===== src/rtl/mul_pkg.sv =====
// Shared constants for the sequential shift-add multiplier: operand width,
// iteration counter sizing and FSM state encodings.
package mul_pkg;

    // Operand width; the datapath and the ripple adder are built for 32 only.
    localparam int MUL_W = 32;

    // Iteration counter holds 0..MUL_W, so it needs log2(MUL_W)+1 bits.
    localparam int CNT_W = $clog2(MUL_W) + 1;

    // Counter value seen in the last CALC cycle (before it increments).
    localparam logic [CNT_W-1:0] CNT_LAST = CNT_W'(MUL_W - 1);

    // FSM encodings; 2'b11 is unused and recovers to IDLE.
    localparam logic [1:0] ST_IDLE = 2'b00;
    localparam logic [1:0] ST_CALC = 2'b01;
    localparam logic [1:0] ST_DONE = 2'b10;

endpackage


===== src/rtl/add1.sv =====
// 32-bit ripple-carry adder: sum/c_out = a + b + c_in.
module add1 (
    input  logic [31:0] a,
    input  logic [31:0] b,
    input  logic        c_in,
    output logic [31:0] sum,
    output logic        c_out
);

    // Carry ripples bit by bit from c_in up to c_out.
    always_comb begin
        logic c;
        sum = '0;
        c   = c_in;
        for (int i = 0; i < 32; i++) begin
            sum[i] = a[i] ^ b[i] ^ c;
            c      = (a[i] & b[i]) | (c & (a[i] ^ b[i]));
        end
        c_out = c;
    end

endmodule


===== src/rtl/mul_seq_ctrl.sv =====
// Sequential unsigned multiplier: 32 shift-add steps through one ripple
// adder, producing a 64-bit product split into prod_hi/prod_lo.
//
// Handshake: start is sampled only while idle (busy=0 and done=0); a start
// seen in that cycle is accepted and a/b are captured on the same edge.
// Starts during CALC or DONE are dropped, never queued. done pulses for
// exactly one cycle and the product registers hold until the next
// completion or reset. All outputs come straight from flops.
module mul_seq_ctrl
    import mul_pkg::*;
#(
    parameter int W = MUL_W
) (
    input  logic         clk,
    input  logic         rst,
    input  logic         start,
    input  logic [W-1:0] a,
    input  logic [W-1:0] b,
    output logic         busy,
    output logic         done,
    output logic [W-1:0] prod_hi,
    output logic [W-1:0] prod_lo,
    output logic [1:0]   dbg_state
);

    logic [1:0]       state_q, state_d;
    logic [W-1:0]     m_q, m_d;
    logic [W-1:0]     q_q, q_d;
    logic [W-1:0]     acc_q, acc_d;
    logic [CNT_W-1:0] cnt_q, cnt_d;
    logic             busy_q, busy_d;
    logic             done_q, done_d;
    logic [W-1:0]     hi_q, hi_d;
    logic [W-1:0]     lo_q, lo_d;

    logic [W-1:0]     addend;
    logic [W-1:0]     sum;
    logic             c_out;

    // Add the multiplicand only when the current multiplier LSB is set.
    always_comb begin
        addend = q_q[0] ? m_q : '0;
    end

    add1 u_add (
        .a     (acc_q),
        .b     (addend),
        .c_in  (1'b0),
        .sum   (sum),
        .c_out (c_out)
    );

    // Next-state and datapath: capture on start, shift-add in CALC, latch
    // the product on the edge that enters DONE.
    always_comb begin
        state_d = state_q;
        m_d     = m_q;
        q_d     = q_q;
        acc_d   = acc_q;
        cnt_d   = cnt_q;
        hi_d    = hi_q;
        lo_d    = lo_q;
        case (state_q)
            ST_IDLE: begin
                if (start) begin
                    m_d     = a;
                    q_d     = b;
                    acc_d   = '0;
                    cnt_d   = '0;
                    state_d = ST_CALC;
                end
            end
            ST_CALC: begin
                // Carry-out becomes the new ACC MSB; the bit shifted out of
                // ACC enters the top of Q, which ends up as the low half.
                acc_d = {c_out, sum[W-1:1]};
                q_d   = {sum[0], q_q[W-1:1]};
                cnt_d = cnt_q + CNT_W'(1);
                if (cnt_q == CNT_LAST) begin
                    state_d = ST_DONE;
                    hi_d    = {c_out, sum[W-1:1]};
                    lo_d    = {sum[0], q_q[W-1:1]};
                end
            end
            ST_DONE: begin
                state_d = ST_IDLE;
            end
            default: begin
                state_d = ST_IDLE;
            end
        endcase
        busy_d = (state_d == ST_CALC);
        done_d = (state_d == ST_DONE);
    end

    // State and output registers; reset wins over every transition.
    always_ff @(posedge clk) begin
        if (rst) begin
            state_q <= ST_IDLE;
            m_q     <= '0;
            q_q     <= '0;
            acc_q   <= '0;
            cnt_q   <= '0;
            busy_q  <= 1'b0;
            done_q  <= 1'b0;
            hi_q    <= '0;
            lo_q    <= '0;
        end else begin
            state_q <= state_d;
            m_q     <= m_d;
            q_q     <= q_d;
            acc_q   <= acc_d;
            cnt_q   <= cnt_d;
            busy_q  <= busy_d;
            done_q  <= done_d;
            hi_q    <= hi_d;
            lo_q    <= lo_d;
        end
    end

    assign busy      = busy_q;
    assign done      = done_q;
    assign prod_hi   = hi_q;
    assign prod_lo   = lo_q;
    assign dbg_state = state_q;

endmodule

===== config.mk =====
export PLATFORM = sky130hd
export DESIGN_NAME = mul_seq_ctrl
export DESIGN_NICKNAME = d
export VERILOG_FILES = /design/src/rtl/mul_pkg.sv /design/src/rtl/add1.sv /design/src/rtl/mul_seq_ctrl.sv
export SDC_FILE = /design/constraint.sdc
export NUM_CORES = 1
export LEC_CHECK = 0
export ABC_AREA = 0
export ABC_CLOCK_PERIOD_IN_PS = 24300
export BUFFER_PORTS_ARGS = -buffer_cell sky130_fd_sc_hd__buf_2
export CORE_ASPECT_RATIO = 0.75
export CORE_MARGIN = 8
export CORE_UTILIZATION = 50
export CTS_BUF_LIST = sky130_fd_sc_hd__clkbuf_8
export DETAILED_ROUTE_END_ITERATION = 12
export MAX_ROUTING_LAYER = met4
export PLACE_DENSITY = 0.72
export SETUP_SLACK_MARGIN = 0.5
export SYNTH_ARGS = -nofsm -noshare
export SYNTH_HDL_FRONTEND = slang
export SYNTH_SLANG_ARGS = --single-unit

===== constraint.sdc =====
create_clock -name clk -period 24.3 [get_ports clk]
set_clock_uncertainty 0.15 [all_clocks]
set_input_delay 4.86 -clock clk [delete_from_list [all_inputs] [get_ports clk]]
set_output_delay 4.86 -clock clk [all_outputs]
set_load 0.01 [all_outputs]

After elaboration in Yosys (flattened, before gate mapping). Cells that the tools add are included. W data, S select, Z words.

$add $sub $neg: 1. Equal/unequal tests: 5. Multiplexer cells: 10. Bitwise operators: 157. Reduce and logical (&&, ||, !) cells: 5.

Operator list (number): $pmux W32 S2 (2); $mux W32 (3); $and A1 B1 Y1 (63); $xor A1 B1 Y1 (63); $or A1 B1 Y1 (31); $pmux W6 S2 (1); $add A6 B1 Y6 const B (1); $eq A6 B5 Y1 const B (1); $mux W6 (1); $reduce_and A2 Y1 (3); $eq A2 B1 Y1 const B (2); $mux W2 (2); $pmux W2 S2 (1); $eq A2 B2 Y1 const B (1); $logic_not A2 Y1 (1); $ne A2 B2 Y1 const B (1); $reduce_bool A2 Y1 (1).

Flip-flop bits (word level): 170. Input port bits: 67. Output and inout bits: 68. Word-level logic and storage cells: 187.

Depth between registers and ports, before layout. Gate-level depths: netlist (run 1).

Depth after elaboration: 65. Gate-level depth with buffers: 37. Gate-level depth less buffers: 36.

Hierarchy. Synthesis (run 1) repeated with hierarchy kept, for this count alone.

Cell total of the unflattened synthesis: 861. Area, all modules: 8010.2 um^2.

By module, submodules not included: mul_seq_ctrl (instances 1, cells an instance 819, area each 7332.0 um^2, sequential area each 3403.3 um^2); add1 (instances 1, cells an instance 42, area each 678.2 um^2, sequential area each 0.0 um^2).

Least setup slack after synthesis (run 1). No wires, ideal clock.

Kind: register to register. Start: register q_q[0]. End: register hi_q[30], in the netlist prod_hi[30]. Library setup time: 0.123 ns. Data arrival time: 13.819 ns. Data required time: 24.027 ns. Slack: 10.207 ns. Cell stages (with the launch flop): 37. Buffers on the path: 2. Clock period less this slack: 14.093 ns. Path through: dfxtp_1 clkbuf_1 clkbuf_1 nand2_1 fa_1 fa_1 fa_1 fa_1 fa_1 fa_1 fa_1 fa_1 fa_1 fa_1 fa_1 fa_1 fa_1 fa_1 fa_1 fa_1 fa_1 fa_1 fa_1 fa_1 fa_1 fa_1 fa_1 fa_1 fa_1 fa_1 fa_1 fa_1 fa_1 fa_1 fa_1 nor2_1 mux2_1.

Longest elaborated chain between the ends: 63. Elaborated cells between the ends (all ways): 124. Classes of those cells: mux: 1; bitwise: 123.

Ends and longest elaborated chain: from (decl) (RTL line mul_seq_ctrl.sv:28) `logic [W-1:0] q_q, q_d;`; from (signal assigned) (RTL line mul_seq_ctrl.sv:111) `q_q <= q_d;`; $mux W32 (*) (RTL line mul_seq_ctrl.sv:42) `addend = q_q[0] ? m_q : '0;`; $and A1 B1 Y1 / $xor A1 B1 Y1 (equally long branches) (RTL line add1.sv:17) `c = (a[i] & b[i]) | (c & (a[i] ^ b[i]));`; $and A1 B1 Y1 (RTL line add1.sv:17); $or A1 B1 Y1 (RTL line add1.sv:17); $and A1 B1 Y1 (RTL line add1.sv:17); $or A1 B1 Y1 (RTL line add1.sv:17); $and A1 B1 Y1 (RTL line add1.sv:17); $or A1 B1 Y1 (RTL line add1.sv:17); (+47 left out); $or A1 B1 Y1 (RTL line add1.sv:17); $and A1 B1 Y1 (RTL line add1.sv:17); $or A1 B1 Y1 (RTL line add1.sv:17); $and A1 B1 Y1 (RTL line add1.sv:17); $or A1 B1 Y1 (RTL line add1.sv:17); $and A1 B1 Y1 (RTL line add1.sv:17); $or A1 B1 Y1 (RTL line add1.sv:17); $xor A1 B1 Y1 (*) (RTL line add1.sv:16) `sum[i] = a[i] ^ b[i] ^ c;`; to (signal assigned) (RTL line mul_seq_ctrl.sv:116) `hi_q <= hi_d;`; to (decl) (RTL line mul_seq_ctrl.sv:33) `logic [W-1:0] hi_q, hi_d;`.

Every way passes the cells marked *; elsewhere a longest branch is shown, timed or not. A chain may end at the register's enable or synchronous reset.

Worst setup path in the final report (run 1). Same ends and word-level chain as after synthesis.

==> flow_metrics.tcl, run 1 <==
set metrics [dict create \
    outcome "finished, final reports clean" \
    port_buffers 134 \
    yosys_warnings 0 \
    grtUsageTotal_pct 17.6 \
    row_count 40 \
    grt_most_used_layer "met2" \
    die_height_um 126 \
    gp_congestion 0.799 \
    routed_wire_length_per_instance_um 14.5 \
    power.density_mw_per_mm2 60.9 \
    synth_top_flop_cell "sky130_fd_sc_hd__dfxtp_1" \
    num-fill-cells 1460 \
    placement.setup.worst_slack_ns 9.68 \
    drive_gt1_share_pct 23.9 \
    nNetsFinal 1073 \
    synthesis.area_mm2 0.00800 \
    grt_antenna_before_repair 0 \
    clock_tree.buffer_depth 2 \
    synth-edff-count 0 \
    global_route.overflow_total 0 \
    path_class "reg -> reg" \
    clock-root-buffer "sky130_fd_sc_hd__clkbuf_8" \
    rsz_0062_raised_after_global_routing "false" \
    cts_tree "built" \
    power.ir.vdd_worst_v 0.0000334 \
    max_cap_viol_count 0 \
    final_total_pwr_w 0.000553 \
    critPathArrivalTime_ns 14.76 \
    hold-worst-slack_ns 0.304 \
    critPathMostFrequentCell "sky130_fd_sc_hd__fa_1" \
    cp_slowest_stage_delay_ns 0.54 \
    min_path_type "reg -> reg" \
    grt_use_met1_pct 24.3 \
    number_of_buffers_inserted_during_clock_tree_synthesis 17 \
    critPathBufInv 2 \
    avgViaCountPerCell 4.98 \
    worst_pin_slew_ns 0.941 \
    number_of_iterations_in_the_first_detailed_routing_pass 5 \
    post_cts_buffers 0 \
    grt_start_max_net_pins 146 \
    grt_use_met2_pct 25.1 \
    io-pin-count 135 \
    timing.final.max_slew_violations 0 \
    multi_input_area_mm2 0.00414 \
    htreeDepth 4 \
    setup_total_negative_slack_ns 0 \
    first_global_vias 5775 \
    drcViolationCount 0 \
    floorplan.initialDensity_pct 50.6 \
    num_antenna_cells 0 \
    post_cts_resized 0 \
    synthArstFlopShare_pct 0 \
    synth.ff_latch_count 170 \
    dieWidth_um 162 \
    floorplan.core_area_mm2 0.0158 \
    syn-instance-count 883 \
    post-dp-hpwl_um 11000 \
    timing.slew.headroom_pct 37.1 \
    setup-violations-final 0 \
    fmax_mhz 68.6 \
    critPathTopFamily "adder cells" \
    crit_path_end_kind "register" \
    critPathSlowestCell "sky130_fd_sc_hd__fa_1" \
    grt_use_met3_pct 4.89 \
    cellLeakagePower_nw 3.46 \
    drt_first_iter_violations 429 \
    period_needed_ns 14.58 \
    path_max_fanout 33 \
    timing.critical_path.from_type "register" \
    grt_first_pass_wirelength_um 29000 \
    crit_required_ns 24.48 \
    synth.net_count 983 \
    clock_insertion_delay_worst_skew_ns 0.44 \
    clkSinkCount 170 \
    yosysSeqAreaShare_pct 42.6 \
    area.growth.synth_to_final_pct 13.5 \
    clkSlewWorstSetupHoldPaths_ns 0.09 \
    synth.avg_cell_area_um2 9.06 \
    finalCritPeriodShare_pct 60.0 \
    fin_util_pct 57.4 \
    dieArea_mm2 0.0203 \
    final_antenna_net_count 0 \
    post-route-worst-setup-slack_ns 9.72 \
    postRouteWirelength_um 17300 \
    synth_cell_types 35 \
    sequential_cell_area_mm2 0.00340 \
    ctsHoldBuffers 0 \
    final_hold_viol_count 0 \
    detailroute.via_count 5951 \
]
## cell usage in the layout (no fill, tap or decap), types with 6 or more instances in the layout
cell type	n
sky130_fd_sc_hd__mux2i_1	33
sky130_fd_sc_hd__nor2b_1	35
sky130_fd_sc_hd__nor3_1	34
sky130_fd_sc_hd__buf_4	8
sky130_fd_sc_hd__inv_1	34
sky130_fd_sc_hd__mux2_1	6
sky130_fd_sc_hd__buf_2	133
sky130_fd_sc_hd__fa_1	31
sky130_fd_sc_hd__a21oi_1	67
sky130_fd_sc_hd__clkbuf_8	19
sky130_fd_sc_hd__nand2_1	98
sky130_fd_sc_hd__or3b_2	32
sky130_fd_sc_hd__nand2b_1	96
sky130_fd_sc_hd__nor2_1	98
sky130_fd_sc_hd__dfxtp_1	169
sky130_fd_sc_hd__mux2_2	26
sky130_fd_sc_hd__a2bb2oi_1	32
## power breakdown
group | switching [W] | internal [W]
Combinational | 0.0000287 | 0.0000226
Clock | 0.000102 | 0.000106
Sequential | 0.00000541 | 0.000287
Total | 0.000137 | 0.000416
## final timing paths
| kind | from | to | slack [ns] | cells past startpoint |
|---|---|---|---|---|
| worst max register to register | q_q[0]$_SDFFE_PP0P_ | prod_hi[30]$_SDFFE_PP0P_ | 9.72 | 37 |
| worst max-delay path | q_q[0]$_SDFFE_PP0P_ | prod_hi[30]$_SDFFE_PP0P_ | 9.72 | 37 |
| worst min-delay path | m_q[0]$_SDFFE_PP0P_ | m_q[0]$_SDFFE_PP0P_ | 0.30 | 2 |
| worst min register to register | m_q[0]$_SDFFE_PP0P_ | m_q[0]$_SDFFE_PP0P_ | 0.30 | 2 |
## worst min-delay path, delay by kind of cell (launching register included)
kind / cells / cell delay [ns]
compound gates: 1 / 0.05
flops: 1 / 0.31
simple gates: 1 / 0.05
## cell families (layout without fill, tap and decap cells)
family	count (synthesis)	count (layout)	share of synthesized area (%)
simple gates	404	404	26.2
flops	170	170	42.6
compound gates	108	108	8.75
buf+inv	103	205	5.77
mux	65	65	8.64
fa+ha+maj	33	33	8.07
## cell type report
cell class | count | area share, %
timing repair buffer | 142 | 8.12
multi-input combinational | 610 | 45.6
inverter | 32 | 1.32
sequential | 170 | 37.5
clock buffer | 19 | 2.88
tap | 210 | 2.90
clock inverter | 12 | 1.64
## metrics by stage
step / instance area (µm²) / instances
floorplan: 8000 / 883
global placement: 8660 / 1164
detailed placement: 8660 / 1164
CTS: 9070 / 1195
global route: 9070 / 1195
finish: 9070 / 1195
## layer usage
| layer | up-vias | wire, µm |
|---|---|---|
| li1 | 3054 | - |
| met1 | 2780 | 8760 |
| met2 | 109 | 7460 |
| met3 | 8 | 943 |
| met4 | 0 | 118 |
| met5 | - | 0 |
## synthesized netlist by cell type, drive strengths merged (33+ instances only)
master | n | area, µm²
a21oi | 67 | 335
buf | 41 | 229
dfxtp | 170 | 3400
mux2i | 33 | 330
nand2 | 98 | 368
nand2b | 97 | 607
nor2 | 98 | 368
nor2b | 35 | 219
nor3 | 34 | 170
or3b | 33 | 289
## flip-flops by register name (all words and copies together), names as in the netlist
| name | cells |
|---|---|
| prod_hi | 32 |
| acc_q | 32 |
| prod_lo | 32 |
| q_q | 32 |
| cnt_q | 6 |
| busy | 1 |
| dbg_state | 2 |
| done | 1 |
| m_q | 32 |
No activity file was read; power rests on OpenSTA's default activity.
==> inputs of run 2 (changes only) <==
Settings changed: ABC_CLOCK_PERIOD_IN_PS 24300 to 13200, PLACE_DENSITY 0.72 to 0.75.
Clock period 24.3 ns to 13.2 ns, I/O delays scaled along.
==> run 2 against run 1 <==
Net effect:
- first-iteration DRC count shrank 16%
- non-clock buffer count is the same
- cell count is essentially flat
- wire length grew 0.95%
==> flow_metrics.tcl, run 2 (synthesis gave the netlist of run 1 again) <==
set metrics [dict create \
    outcome "finished, final reports clean" \
    num-fill-cells 1443 \
    critPathArrivalTime_ns 12.67 \
    die_height_um 126 \
    setup_total_negative_slack_ns 0 \
    timing.slew.headroom_pct 39.4 \
    drt_first_iter_violations 362 \
    grt_antenna_before_repair 0 \
    dieWidth_um 162 \
    row_count 40 \
    timing.critical_path.from_type "register" \
    io-pin-count 135 \
    commonest_cells_after_routing_fill_and_taps_aside "sky130_fd_sc_hd__dfxtp_1 (167), sky130_fd_sc_hd__buf_2 (133), sky130_fd_sc_hd__nand2_1 (98), sky130_fd_sc_hd__nor2_1 (98), sky130_fd_sc_hd__nand2b_1 (96)" \
    clock_insertion_delay_worst_skew_ns 0.45 \
    postRouteWirelength_um 17400 \
    cp.depth 36 \
    crit_path_end_kind "register" \
    critPathTopFamily "adder cells" \
    setup-violations-final 0 \
    cellLeakagePower_nw 3.50 \
    power.ir.vdd_worst_v 0.0000617 \
    r2r-end "prod_hi[30]$_SDFFE_PP0P_" \
    number_of_buffers_inserted_during_clock_tree_synthesis 17 \
    floorplan.core_area_mm2 0.0158 \
    clock_tree.buffer_depth 2 \
    cp_slowest_stage_delay_ns 0.50 \
    period_needed_ns 12.48 \
    path_class "reg -> reg" \
    grt_start_max_net_pins 142 \
    global_route.overflow_total 0 \
    final_hold_viol_count 0 \
    min_path_type "reg -> reg" \
    avgViaCountPerCell 5.01 \
    clkSinkCount 170 \
    r2r_setup_slack_ns 0.72 \
    post-route-worst-setup-slack_ns 0.716 \
    detailroute.via_count 5989 \
    finalCritPeriodShare_pct 94.6 \
    crit_required_ns 13.39 \
    gp_congestion 0.779 \
    area.growth.synth_to_final_pct 14.8 \
    fmax_mhz 80.1 \
    number_of_iterations_in_the_first_detailed_routing_pass 5 \
    r2r.worst_path.cells 36 \
    grt_first_pass_wirelength_um 29400 \
    post_cts_buffers 0 \
    placement.setup.worst_slack_ns 0.293 \
    drcViolationCount 0 \
    cts_tree "built" \
    sequential_cell_area_mm2 0.00341 \
    path_max_fanout 3 \
    crit_end "prod_hi[30]$_SDFFE_PP0P_" \
    timing.final.max_slew_violations 0 \
    max_cap_viol_count 0 \
    critPathMostFrequentCell "sky130_fd_sc_hd__fa_2" \
    final_antenna_net_count 0 \
    dieArea_mm2 0.0203 \
    critPathBufInv 1 \
    routed_wire_length_per_instance_um 14.6 \
    critPathSlowestCell "sky130_fd_sc_hd__fa_1" \
    clock-root-buffer "sky130_fd_sc_hd__clkbuf_8" \
    first_global_vias 5923 \
    num_antenna_cells 0 \
    post-dp-hpwl_um 11200 \
    multi_input_area_mm2 0.00423 \
    layout.cells.most_common "sky130_fd_sc_hd__dfxtp_1" \
    htreeDepth 4 \
    worst_pin_slew_ns 0.907 \
    nNetsFinal 1073 \
    final_total_pwr_w 0.00102 \
    rsz_0062_raised_after_global_routing "true" \
    hp-start "m_q[0]$_SDFFE_PP0P_" \
    clkSlewWorstSetupHoldPaths_ns 0.09 \
    floorplan.initialDensity_pct 50.6 \
    r2r_start "q_q[0]$_SDFFE_PP0P_" \
    setup.worst_path.start "q_q[0]$_SDFFE_PP0P_" \
    drive_gt1_share_pct 27.8 \
    port_buffers 134 \
    power.density_mw_per_mm2 111 \
    grtUsageTotal_pct 17.9 \
]
## run 2: changes by cell type in the layout (fill, tap and decap cells not counted), moves of 2 or more
cell / change
sky130_fd_sc_hd__dfxtp_2: +2
sky130_fd_sc_hd__inv_1: -3
sky130_fd_sc_hd__fa_1: -30
sky130_fd_sc_hd__inv_6: -2
sky130_fd_sc_hd__dfxtp_1: -2
sky130_fd_sc_hd__fa_2: +30
sky130_fd_sc_hd__clkinv_2: +3
## run 2: repair_timing
item	4_1_cts	5_1_grt
gates resized for setup	5	6
setup endpoints to repair	2	4
cloned	0	0
pin swaps	1	20
hold buffers	0	0
## run 2: power breakdown
group,leakage [nW],switching [W],internal (W)
logic,1.90,0.0000531,0.0000421
registers,1.38,0.0000104,0.000529
clock network,0.210,0.000189,0.000201
total,3.50,0.000252,0.000772
## run 2: worst min path at each step
stage / cells past startpoint / endpoint / slack, ns
CTS: 2 / m_q[0]$_SDFFE_PP0P_ / 0.31
global route: 2 / m_q[14]$_SDFFE_PP0P_ / 0.33
detailed placement: 2 / m_q[0]$_SDFFE_PP0P_ / 0.29
floorplan: 2 / m_q[0]$_SDFFE_PP0P_ / 0.28
finish: 2 / m_q[0]$_SDFFE_PP0P_ / 0.30
global placement: 2 / m_q[0]$_SDFFE_PP0P_ / 0.30
## run 2: final cells by class
class | count | area share, %
multi-input combinational | 610 | 46.1
sequential | 170 | 37.1
timing repair buffer | 142 | 8.03
clock buffer | 20 | 3.00
tap | 210 | 2.86
clock inverter | 12 | 1.59
inverter | 32 | 1.31
## run 2: metrics by stage
stage          hold WS [ns]  util [%]  area [µm²]  std cells
2_1_floorplan         0.282         -        8070        883
3_3_place_gp          0.295      55.2        8730       1164
3_5_place_dp          0.293      55.2        8730       1164
4_1_cts               0.305      57.9        9160       1196
5_1_grt               0.326      58.1        9180       1196
6_report              0.304      58.1        9180       1196
## run 2: worst min-delay path: cells and delay by family, from the launching register on
kind / cells / cell delay (ns)
flops: 1 / 0.32
simple gates: 1 / 0.05
compound gates: 1 / 0.05
## run 2: per-layer routing
layer,up-vias,track usage (%),share of wire (%)
met2,119,25.6,44
met3,8,4.49,5.2
li1,3054,-,-
met5,-,-,0
met4,0,4.45,0.50
met1,2808,24.8,50
==> inputs of run 3 (changes only) <==
Settings changed: ABC_AREA 0 to 1, PLACE_DENSITY 0.75 to 0.76.
==> run 3 against run 2 <==
Net effect:
- first-iteration DRC count is 35% higher
- combinational power is 22% lower
- wire length is 2.3% higher
- highest routed layer unchanged
==> flow_metrics.tcl, run 3 <==
set metrics [dict create \
    timing.critical_path.from_type "register" \
    drt_first_iter_violations 489 \
    timing.final.max_slew_violations 0 \
    synthesis.area_mm2 0.00727 \
    detailroute.via_count 6423 \
    min_path_type "reg -> reg" \
    floorplan.initialDensity_pct 50.6 \
    final_total_pwr_w 0.00102 \
    syn-instance-count 974 \
    routed_wire_length_per_instance_um 13.9 \
    outcome "finished, final reports clean" \
    setup_total_negative_slack_ns 0 \
    avgViaCountPerCell 5.01 \
    r2r.worst_path.cells 38 \
    synth.avg_cell_area_um2 7.46 \
    num_antenna_cells 0 \
    placement.setup.worst_slack_ns 0.207 \
    number_of_buffers_inserted_during_clock_tree_synthesis 17 \
    dp.cells 1251 \
    synthTopCellsByArea "sky130_fd_sc_hd__dfxtp_1 (47%), sky130_fd_sc_hd__nand2_1 (14%), sky130_fd_sc_hd__fa_1 (8.5%)" \
    fmax_mhz 79.8 \
    power.ir.vdd_worst_v 0.0000633 \
    row_count 38 \
    worstHoldPathCells 2 \
    clkSinkCount 170 \
    layout.cells.most_common "sky130_fd_sc_hd__nand2_1" \
    top_cell_type_s_share_of_synthesized_area_pct 46.8 \
    r2r-end "acc_q[30]$_SDFFE_PP0P_" \
    cts_tree "built" \
    crit_required_ns 13.34 \
    power.density_mw_per_mm2 120 \
    crit_path_end_kind "register" \
    grt_antenna_before_repair 0 \
    r2r_start "m_q[0]$_SDFFE_PP0P_" \
    io-pin-count 135 \
    synth.most_common_cell "sky130_fd_sc_hd__nand2_1" \
    r2r_setup_slack_ns 0.67 \
    finalCritPeriodShare_pct 94.9 \
    yosys_warnings 0 \
    num-fill-cells 1356 \
    worstHoldEndpoint "prod_hi[11]$_SDFFE_PP0P_" \
    design_area_mm2 0.00853 \
    synth.net_count 1074 \
    drive_gt1_share_pct 20.0 \
    critPathMostFrequentCell "sky130_fd_sc_hd__fa_2" \
    hp-start "prod_hi[11]$_SDFFE_PP0P_" \
    clkSlewWorstSetupHoldPaths_ns 0.09 \
    path_max_fanout 2 \
    cp_slowest_stage_delay_ns 0.52 \
    final_antenna_net_count 0 \
    rsz_0062_raised_after_global_routing "true" \
    post-route-worst-setup-slack_ns 0.672 \
    grt_first_pass_wirelength_um 29900 \
    netlist.top_cell.by_area "sky130_fd_sc_hd__dfxtp_1" \
    path_class "reg -> reg" \
    ctsHoldBuffers 0 \
    synth.ff_latch_count 170 \
    post-dp-hpwl_um 11500 \
    clock_insertion_delay_worst_skew_ns 0.44 \
    dieWidth_um 155 \
    nNetsFinal 1170 \
    drcViolationCount 0 \
    timing.slew.headroom_pct 20.1 \
    dieArea_mm2 0.0187 \
    gp_congestion 0.803 \
    synth-edff-count 0 \
    setup-violations-final 0 \
    commonest_cells_after_routing_fill_and_taps_aside "sky130_fd_sc_hd__nand2_1 (268), sky130_fd_sc_hd__dfxtp_1 (169), sky130_fd_sc_hd__nor2_1 (160)" \
    critPathSlowestCell "sky130_fd_sc_hd__fa_1" \
    floorplan.core_area_mm2 0.0144 \
    synth_cell_types 16 \
    synth_top_flop_cell "sky130_fd_sc_hd__dfxtp_1" \
    grtUsageTotal_pct 20.0 \
    final_hold_viol_count 0 \
    commonest_cells_in_the_netlist "sky130_fd_sc_hd__nand2_1 (271), sky130_fd_sc_hd__dfxtp_1 (170), sky130_fd_sc_hd__nor2_1 (162), sky130_fd_sc_hd__nand3_1 (86), sky130_fd_sc_hd__inv_1 (74)" \
    max_cap_viol_count 0 \
    clock_tree.buffer_depth 2 \
    global_route.overflow_total 0 \
    worst_pin_slew_ns 1.20 \
    die_height_um 120 \
    grt_start_max_net_pins 93 \
    area.growth.synth_to_final_pct 17.4 \
    first_global_vias 6219 \
    period_needed_ns 12.53 \
    yosysSeqAreaShare_pct 46.8 \
    layout.cells.non_filler 1283 \
    cellLeakagePower_nw 3.67 \
    port_buffers 134 \
    synthArstFlopShare_pct 0 \
    critPathArrivalTime_ns 12.67 \
    number_of_iterations_in_the_first_detailed_routing_pass 5 \
    htreeDepth 4 \
    clock-root-buffer "sky130_fd_sc_hd__clkbuf_8" \
    detailed_place.area_mm2 0.00806 \
    postRouteWirelength_um 17800 \
]
[run 3: cell families (layout without fill, tap and decap cells)]
group,after synthesis,count (layout),synth area share [%]
DFF,170,170,46.8
adders and majority gates,33,33,8.88
and+or+nand+nor,523,523,28.6
buffers and inverters,142,251,7.81
AOI/OAI and AO/OA,106,106,7.85
[run 3: per-stage QoR]
stage,utilization [%],hold slack (ns)
after floorplan,-,0.288
after global placement,56.1,0.298
after detailed placement,56.1,0.299
after CTS,59.3,0.313
after global routing,59.4,0.329
final,59.4,0.313
[run 3: final cells by class]
| class | instances | area (µm²) | share of cell area (%) |
|---|---|---|---|
| flip-flops and latches | 170 | 3400 | 39.9 |
| clock inverters | 15 | 208 | 2.43 |
| well taps | 200 | 250 | 2.93 |
| repair buffers | 143 | 738 | 8.65 |
| multi-input cells | 662 | 3410 | 40.0 |
| clock buffers | 17 | 234 | 2.74 |
| inverters | 76 | 285 | 3.34 |
[run 3: how the worst max path moves through the flow]
| stage | start | end | cells past startpoint |
|---|---|---|---|
| global placement | q_q[0]$_SDFFE_PP0P_ | acc_q[30]$_SDFFE_PP0P_ | 38 |
| detailed placement | q_q[0]$_SDFFE_PP0P_ | acc_q[30]$_SDFFE_PP0P_ | 38 |
| floorplan | q_q[0]$_SDFFE_PP0P_ | acc_q[30]$_SDFFE_PP0P_ | 39 |
| global route | q_q[0]$_SDFFE_PP0P_ | prod_hi[30]$_SDFFE_PP0P_ | 38 |
| finish | m_q[0]$_SDFFE_PP0P_ | acc_q[30]$_SDFFE_PP0P_ | 38 |
| CTS | q_q[0]$_SDFFE_PP0P_ | acc_q[30]$_SDFFE_PP0P_ | 38 |
[run 3: what timing repair did]
action,4_1_cts,5_1_grt
gates resized for setup,6,8
setup buffers,0,0
hold endpoints to repair,0,0
endpoints found under the setup margin,5,4
pin swaps,5,11
[run 3: worst max-delay path: cells and delay by family (launching register included)]
family          cells  cell delay, ns
compound gates      1            0.17
flops               1            0.34
fa+ha+maj          32           11.44
buf+inv             2            0.09
simple gates        3            0.17
[run 3: power by group]
| group | switching, W | total (W) | internal, W |
|---|---|---|---|
| logic | 0.0000502 | 0.0000745 | 0.0000243 |
| clock network | 0.000187 | 0.000410 | 0.000223 |
| registers | 0.0000103 | 0.000538 | 0.000528 |
| total | 0.000248 | 0.00102 | 0.000775 |
[run 3: per-layer routing]
metal | vias to the layer above | track usage, % | part of all wire [%]
met2 | 175 | 29.7 | 44
li1 | 3230 | - | -
met4 | 0 | 5.68 | 1.1
met5 | - | - | 0
met1 | 3001 | 26.7 | 48
met3 | 17 | 4.81 | 6.2
